`src/rtl/bounded_loop_counter_pkg.sv`:
```
// Purpose: shared constants for the bounded two-variable counting loop and its checkers.
// Latency: n/a (constants only).
// Backpressure: n/a.
package bounded_loop_counter_pkg;

  // Default loop geometry: i climbs from 1 by 2, j falls from 20 by 1.
  localparam int unsigned DEF_WIDTH  = 15;
  localparam int unsigned DEF_I_INIT = 1;
  localparam int unsigned DEF_J_INIT = 20;
  localparam int unsigned DEF_I_STEP = 2;
  localparam int unsigned DEF_J_STEP = 1;

  // With the defaults the loop exits after 7 iterations at (15,13).
  localparam int unsigned J_FINAL    = 13;
  localparam int unsigned I_FINAL    = 15;

  // i*J_STEP + j*I_STEP never changes across an iteration; with the defaults it is 41.
  localparam int unsigned INV_SUM    = DEF_I_INIT * DEF_J_STEP + DEF_J_INIT * DEF_I_STEP;

endpackage : bounded_loop_counter_pkg

```
`src/rtl/bounded_loop_counter_cond.sv`:
```
// Purpose: loop condition j >= i as an unsigned WIDTH-bit compare.
// Latency: combinational.
// Backpressure: none.
module loop_cond #(
  parameter int unsigned WIDTH = 15
) (
  input  logic [WIDTH-1:0] i,
  input  logic [WIDTH-1:0] j,
  output logic             cond
);

  // The loop keeps iterating while j has not dropped below i.
  always_comb begin
    cond = (j >= i);
  end

endmodule : loop_cond

```
`src/rtl/bounded_loop_counter_sva.sv`:
```
// Purpose: assertion checker for the loop invariants, hold behaviour and exit state.
// Latency: observes state one edge after the cause (|=>); no outputs.
// Backpressure: none; purely observational.
module bounded_loop_counter_sva
  import bounded_loop_counter_pkg::*;
#(
  parameter int unsigned WIDTH  = DEF_WIDTH,
  parameter int unsigned I_INIT = DEF_I_INIT,
  parameter int unsigned J_INIT = DEF_J_INIT,
  parameter int unsigned I_STEP = DEF_I_STEP,
  parameter int unsigned J_STEP = DEF_J_STEP
) (
  input logic             clk,
  input logic             rst,
  input logic             selector,
  input logic [WIDTH-1:0] i,
  input logic [WIDTH-1:0] j,
  input logic             done
);

  localparam logic [WIDTH-1:0] I_STEP_W  = WIDTH'(I_STEP);
  localparam logic [WIDTH-1:0] J_STEP_W  = WIDTH'(J_STEP);
  localparam logic [WIDTH-1:0] WSUM_INIT = WIDTH'(I_INIT * J_STEP + J_INIT * I_STEP);

  logic             cond;
  logic [WIDTH-1:0] wsum;

  loop_cond #(.WIDTH(WIDTH)) u_cond (
    .i    (i),
    .j    (j),
    .cond (cond)
  );

  // Weighted sum that each iteration leaves unchanged (modulo 2^WIDTH).
  always_comb begin
    wsum = i * J_STEP_W + j * I_STEP_W;
  end

  // Parameter-independent checks; reset cycles are excluded because state
  // before the first reset is unspecified.
  a_done_is_not_cond: assert property (@(posedge clk) disable iff (!rst)
    done == !cond);

  a_weighted_sum: assert property (@(posedge clk) disable iff (!rst)
    wsum == WSUM_INIT);

  a_hold_when_idle: assert property (@(posedge clk) disable iff (!rst)
    !selector |=> ($stable(i) && $stable(j)));

  a_absorbing_exit: assert property (@(posedge clk) disable iff (!rst)
    done |=> ($stable(i) && $stable(j)));

  a_step: assert property (@(posedge clk) disable iff (!rst)
    (selector && cond) |=> (i == $past(i) + I_STEP_W) && (j == $past(j) - J_STEP_W));

  // Invariants that are specific to the default trajectory (1,20)..(15,13).
  if (WIDTH == DEF_WIDTH && I_INIT == DEF_I_INIT && J_INIT == DEF_J_INIT &&
      I_STEP == DEF_I_STEP && J_STEP == DEF_J_STEP) begin : g_default_inv

    a_i_odd: assert property (@(posedge clk) disable iff (!rst)
      i[0] == 1'b1);

    a_j_floor: assert property (@(posedge clk) disable iff (!rst)
      j >= WIDTH'(J_FINAL));

    a_done_final: assert property (@(posedge clk) disable iff (!rst)
      done |-> (j == WIDTH'(J_FINAL)));

  end : g_default_inv

endmodule : bounded_loop_counter_sva

```
`src/rtl/bounded_loop_counter.sv`:
```
// Purpose: two-variable counting loop; i += I_STEP, j -= J_STEP per enabled cycle while j >= i.
// Latency: one cycle per iteration; done is combinational from the registers.
// Backpressure: none; selector gates iterations and may toggle every cycle.
module bounded_loop_counter
  import bounded_loop_counter_pkg::*;
#(
  parameter int unsigned WIDTH  = DEF_WIDTH,
  parameter int unsigned I_INIT = DEF_I_INIT,
  parameter int unsigned J_INIT = DEF_J_INIT,
  parameter int unsigned I_STEP = DEF_I_STEP,
  parameter int unsigned J_STEP = DEF_J_STEP
) (
  input  logic             clk,
  input  logic             rst,
  input  logic             selector,
  output logic [WIDTH-1:0] i,
  output logic [WIDTH-1:0] j,
  output logic             done
);

  localparam logic [WIDTH-1:0] I_INIT_W = WIDTH'(I_INIT);
  localparam logic [WIDTH-1:0] J_INIT_W = WIDTH'(J_INIT);
  localparam logic [WIDTH-1:0] I_STEP_W = WIDTH'(I_STEP);
  localparam logic [WIDTH-1:0] J_STEP_W = WIDTH'(J_STEP);

  logic [WIDTH-1:0] i_q, i_d;
  logic [WIDTH-1:0] j_q, j_d;
  logic             cond;

  loop_cond #(.WIDTH(WIDTH)) u_cond (
    .i    (i_q),
    .j    (j_q),
    .cond (cond)
  );

  // Next state: iterate only when enabled and the loop has not exited; wrap freely.
  always_comb begin
    i_d = i_q;
    j_d = j_q;
    if (selector && cond) begin
      i_d = i_q + I_STEP_W;
      j_d = j_q - J_STEP_W;
    end
  end

  // State registers; reset takes priority over an iteration in the same cycle.
  always_ff @(posedge clk) begin
    if (!rst) begin
      i_q <= I_INIT_W;
      j_q <= J_INIT_W;
    end else begin
      i_q <= i_d;
      j_q <= j_d;
    end
  end

  assign i    = i_q;
  assign j    = j_q;
  assign done = ~cond;

  bounded_loop_counter_sva #(
    .WIDTH  (WIDTH),
    .I_INIT (I_INIT),
    .J_INIT (J_INIT),
    .I_STEP (I_STEP),
    .J_STEP (J_STEP)
  ) u_sva (
    .clk      (clk),
    .rst      (rst),
    .selector (selector),
    .i        (i_q),
    .j        (j_q),
    .done     (done)
  );

endmodule : bounded_loop_counter

```
`config.mk`:
```
export PLATFORM = sky130hd
export DESIGN_NAME = bounded_loop_counter
export DESIGN_NICKNAME = d
export VERILOG_FILES = /design/src/rtl/bounded_loop_counter_pkg.sv /design/src/rtl/bounded_loop_counter_cond.sv /design/src/rtl/bounded_loop_counter_sva.sv /design/src/rtl/bounded_loop_counter.sv
export SDC_FILE = /design/constraint.sdc
export NUM_CORES = 1
export LEC_CHECK = 0
export ABC_CLOCK_PERIOD_IN_PS = 2270
export CAP_MARGIN = 20
export CORE_MARGIN = 10
export CORE_UTILIZATION = 50
export CTS_BUF_LIST = sky130_fd_sc_hd__clkbuf_4
export CTS_CLUSTER_DIAMETER = 60
export CTS_CLUSTER_SIZE = 24
export DETAILED_ROUTE_END_ITERATION = 8
export PLACE_DENSITY = 0.79
export SETUP_SLACK_MARGIN = 0.15
export SYNTH_ARGS = -nofsm -noshare
export SYNTH_HDL_FRONTEND = slang
export SYNTH_SLANG_ARGS = --single-unit
```
`constraint.sdc`:
```
create_clock -name clk -period 2.27 [get_ports clk]
set_clock_uncertainty 0.15 [all_clocks]
set_input_delay 0.3405 -clock clk [delete_from_list [all_inputs] [get_ports clk]]
set_output_delay 0.3405 -clock clk [all_outputs]
set_load 0.005 [all_outputs]
```
Word level (Yosys, flattened, before mapping)
Cells that the tools add are included.
W data, S select, Z words.

cells by class
  add/sub/neg operators = 2
  order comparisons = 1
  bitwise logic cells = 1
  reductions and logical operators = 1

operators with widths
  operator                 number
  $add A15 B2 Y15 const B  1
  $ge A15 B15 Y1           1
  $sub A15 B1 Y15 const B  1
  $logic_and A1 B1 Y1      1
  $not A1 Y1               1

word-level totals
  register bits = 30
  input bits = 3
  output and inout bits = 31
  word-level logic and storage cells = 7

Longest topological paths before layout
  depth after elaboration = 2
  depth in mapped cells = 8
  mapped depth without buffers = 7

Modules after synthesis
A second synthesis with hierarchy kept.

unflattened totals
  cells, all modules = 203
  area total of the unflattened synthesis = 1695.4 um^2

modules (own cells, without submodules)
  module                times used  cells an instance  area each (um^2)  sequential area each (um^2)
  bounded_loop_counter  1           149                1316.3            580.6
  loop_cond             1           54                 379.1             0.0

Worst setup path before layout
No wires, ideal clock.

  path kind = reg-to-reg
  from = register i_q[4] (netlist: i[4])
  to = register j_q[2] (netlist: j[2])
  library setup time = 121 ps
  arrival time = 1948 ps
  required time = 1999 ps
  path slack = 52 ps
  stages on the path, launching flop included = 9
  path buffers = 1
  period minus slack after synthesis = 2218 ps
  cell sequence = dfxtp_1 > inv_1 > ha_1 > a21oi_1 > o21ai_0 > o211ai_1 > buf_2 > a21oi_1 > mux2_2

on the way
  longest elaborated chain between the ends = 2

RTL lines
  what                    RTL line                    text
  from (decl)             bounded_loop_counter.sv:26  logic [WIDTH-1:0] i_q, i_d;
  from (signal assigned)  bounded_loop_counter.sv:52  i_q <= i_d;
  $ge A15 B15 Y1          -
  $logic_and A1 B1 Y1     bounded_loop_counter.sv:40  if (selector && cond) begin
  to (signal assigned)    bounded_loop_counter.sv:53  j_q <= j_d;
  to (decl)               bounded_loop_counter.sv:27  logic [WIDTH-1:0] j_q, j_d;

No other way between the ends.
A chain may end at the register's enable or synchronous reset.

Worst setup path in the final report
  from = register i_q[10] (netlist: i[10])
  to = register i_q[8] (netlist: i[8])

on the way
  longest elaborated chain between the ends = 2

RTL lines
  what                 RTL line
  $ge A15 B15 Y1       -
  $logic_and A1 B1 Y1  bounded_loop_counter.sv:40

No other way between the ends.

==> impl_metrics.csv <==
group,metric,value,unit
setup_path,crit_end,"i[8]",
final_layout,antennaDiodeCount,0,
synthesis,syn_inst,251,
global_route,grt_max_degree,29,
synthesis,synth_area_leader_cell,"dfxtp_1",
synthesis,yosys_warnings,0,
sta,fin_tns_setup,-1110,ps
sta,finalCriticalPeriod,2400,ps
pwr,pwr-share-seq,38.4,%
synthesis,syn-num-nets,270,
placed_design,placed_cells,374,
global_route,grt_pass1_vias,2547,
setup_path,worstReg2RegEnd,"i[8]",
sta,max_freq,0.417,GHz
worst_hold_path,hold_class,"flop to flop",
setup_path,crit_path_start,"i[10]",
pwr,total_power,1.42,mW
die,start_util,52.9,%
final_layout,syn2layout_area_growth,70.8,%
pwr,pwr-share-clk,25.4,%
clocking,cts_max_level,2,
detailed_routing,drt-vias-per-instance,6.24,
final_layout,final_cell_mix,"buf_4 (64), nand2_1 (45), clkdlybuf4s50_1 (31)",
clocking,cts.path.max_buffers,2,
detailed_routing,vias,2534,
setup_path,end_kind,"flop",
setup_path,cpPeakStageDelay,370,ps
setup_path,path_class,"flop to flop",
pwr,power.leakage,1.36,nW
sta,timing.final.crit_share,106,%
run_status,violations,"setup timing",
die,dieWidth,82.9,um
final_layout,final_common_cell,"buf_4",
final_layout,fin_util,90.3,%
detailed_routing,antenna_left,0,
global_route,grt_antenna_before_repair,0,
pwr,intPower,0.920,mW
die,num_rows,22,
setup_path,timing.rr.start,"i[10]",
clocking,clkTransAtPathRegs,90,ps
final_layout,multi_input_area,1620,um^2
final_layout,regArea,588,um^2
detailed_routing,detail_route.first_pass.iterations,5,
setup_path,critical_path_depth,11,
detailed_routing,wirelength,8.80,mm
setup_path,r2r_slack,-130,ps
placed_design,dp_slack,-144,ps
setup_path,cp.buffers_inverters,5,
clocking,cts_buffers,5,
final_layout,finalNonFillerCells,406,
die,die_area,6880,um^2
setup_path,crit_fanout,4,
setup_path,r2r_cells,11,
setup_path,cp.arrival,2510,ps
sta,timing.hold.ws,400,ps
setup_path,cp-start-kind,"flop",
global_route,gr-usage-all-layers,22.2,%
pwr,powerDensity,419,nW/um^2
sta,finalHoldViolCount,0,
pwr,ir_worst_vdd,0.410,mV
global_route,gr-total-overflow,0,
final_layout,drive_gt1_share,40.2,%
die,io_pins,34,
final_layout,final_nets,376,
clocking,cts.sinks,29,
run_status,status,"complete, but fails checks",
setup_path,cp_slowest_cell,"dfxtp_1",
synthesis,synth.distinct_cells,34,
placed_design,dp_hpwl,4.61,mm
pwr,comb_power_share,36.2,%
synthesis,synth.top_cell.area_share,29.3,%
job,drv_cap,0,
synthesis,syn_area,1980,um^2
sta,maxSlewViolCount,0,
setup_path,timing.critical_path.required,2380,ps
pwr,p_sw_share,35.1,%
detailed_routing,wl_per_cell,21.7,um
synthesis,syn_area_per_cell,7.89,um^2
clocking,cts_tree,"done",
die,die_y,82.9,um
setup_path,crit_family,"buffers and inverters",
synthesis,ys_seq_elements,29,
sta,setup_viol,21,
synthesis,synth.area.top_cells,"dfxtp_1 (29%), mux2i_1 (12%), ha_1 (10%)",
placed_design,port-buffer-count,32,
sta,rsz0062_at_grt,"true",
die,core_area,3740,um^2
placed_design,placed_cell_area,2740,um^2
final_layout,finalInstanceArea,3380,um^2
pwr,power_switching,0.497,mW
final_layout,fill_cells,153,
sta,finalWorstSetupSlack,-127,ps
clocking,cts_root_buf,"clkbuf_4",
setup_path,path_cells,"inv_1, ha_1, nand2_1, buf_4, nor3_4, buf_4, buf_6, o21ai_4, buf_6, a211oi_2, mux2i_1",
clocking,postCtsHoldBufs,0,
clocking,insertion_delay,360,ps
detailed_routing,drc,0,
global_route,grt_pass1_wl,12.7,mm
synthesis,yosysSeqAreaShare,29.3,%
detailed_routing,drt-initial-drc-count,265,
placed_design,gp_congestion,0.925,
[layer usage]
| layer | global-route usage (%) | vias up | routed length [um] |
|---|---|---|---|
| met3 | 7.52 | 65 | 808 |
| met5 | 0 | - | 0 |
| met4 | 14.3 | 0 | 612 |
| li1 | - | 1093 | - |
| met1 | 22.3 | 1197 | 3160 |
| met2 | 38.3 | 179 | 4230 |
[cell families (layout without fill, tap and decap cells)]
kind of cell / Yosys count / count (layout) / synth area share, %
simple gates: 98 / 98 / 25.3
mux: 25 / 25 / 12.8
other cells: 1 / 1 / 0.189
flops: 29 / 29 / 29.3
buf+inv: 33 / 140 / 6.64
compound gates: 49 / 49 / 15.7
fa+ha+maj: 16 / 16 / 10.1
[synth_stat cells]
library cell,count
nand2_1,45
dfxtp_1,29
a21oi_1,24
mux2i_1,23
inv_1,21
ha_1,16
nand2b_1,13
nand3_1,10
clkbuf_1,8
nor3_1,7
o211ai_1,7
nand4_1,6
a211oi_1,5
nor2_1,4
a21oi_2,3
buf_2,3
nand3b_1,3
o21ai_0,3
or4_1,3
a2111oi_0,2
mux2_2,2
or3_1,2
a21o_1,1
a22oi_1,1
and3_1,1
and4_1,1
buf_4,1
conb_1,1
nor3_2,1
nor4_1,1
nor4b_4,1
o21a_1,1
o21ai_2,1
o311a_1,1
[repair_timing]
action	CTS	global route
pin swaps	20	13
endpoints found under the setup margin	19	30
gates resized for setup	64	24
setup buffers	18	5
cloned	1	0
[registers in the layout (all words and copies together) (netlist names)]
name,flops
i,14
j,15
[how the worst min path moves through the flow]
stage,startpoint,cells past startpoint,endpoint
2_1_floorplan,i[13],2,i[13]
3_3_place_gp,i[8],3,i[8]
3_5_place_dp,j[0],2,j[0]
4_1_cts,i[11],3,i[11]
5_1_grt,i[12],3,i[12]
6_report,i[11],3,i[11]
[tightest hold or removal path, cell delays in order (launching register included)]
cell     delay (ps)
dfxtp_2         350
inv_2            60
nand2_1          50
mux2i_1          60
[power groups by stage]
stage	registers, mW	logic, mW	clock network (mW)
final	0.545	0.514	0.360
after global routing	0.545	0.536	0.380
after CTS	0.542	0.423	0.352
after detailed placement	0.553	0.333	0
after global placement	0.553	0.324	0
after floorplan	0.561	0.161	0
[area by class of cell]
| type | count | share of cell area, % |
|---|---|---|
| clock buffer | 8 | 1.78 |
| timing repair buffer | 111 | 28.9 |
| tap | 48 | 1.78 |
| inverter | 21 | 2.33 |
| multi-input combinational | 189 | 47.8 |
| sequential | 29 | 17.4 |
Power figures use the tool's default switching activity.
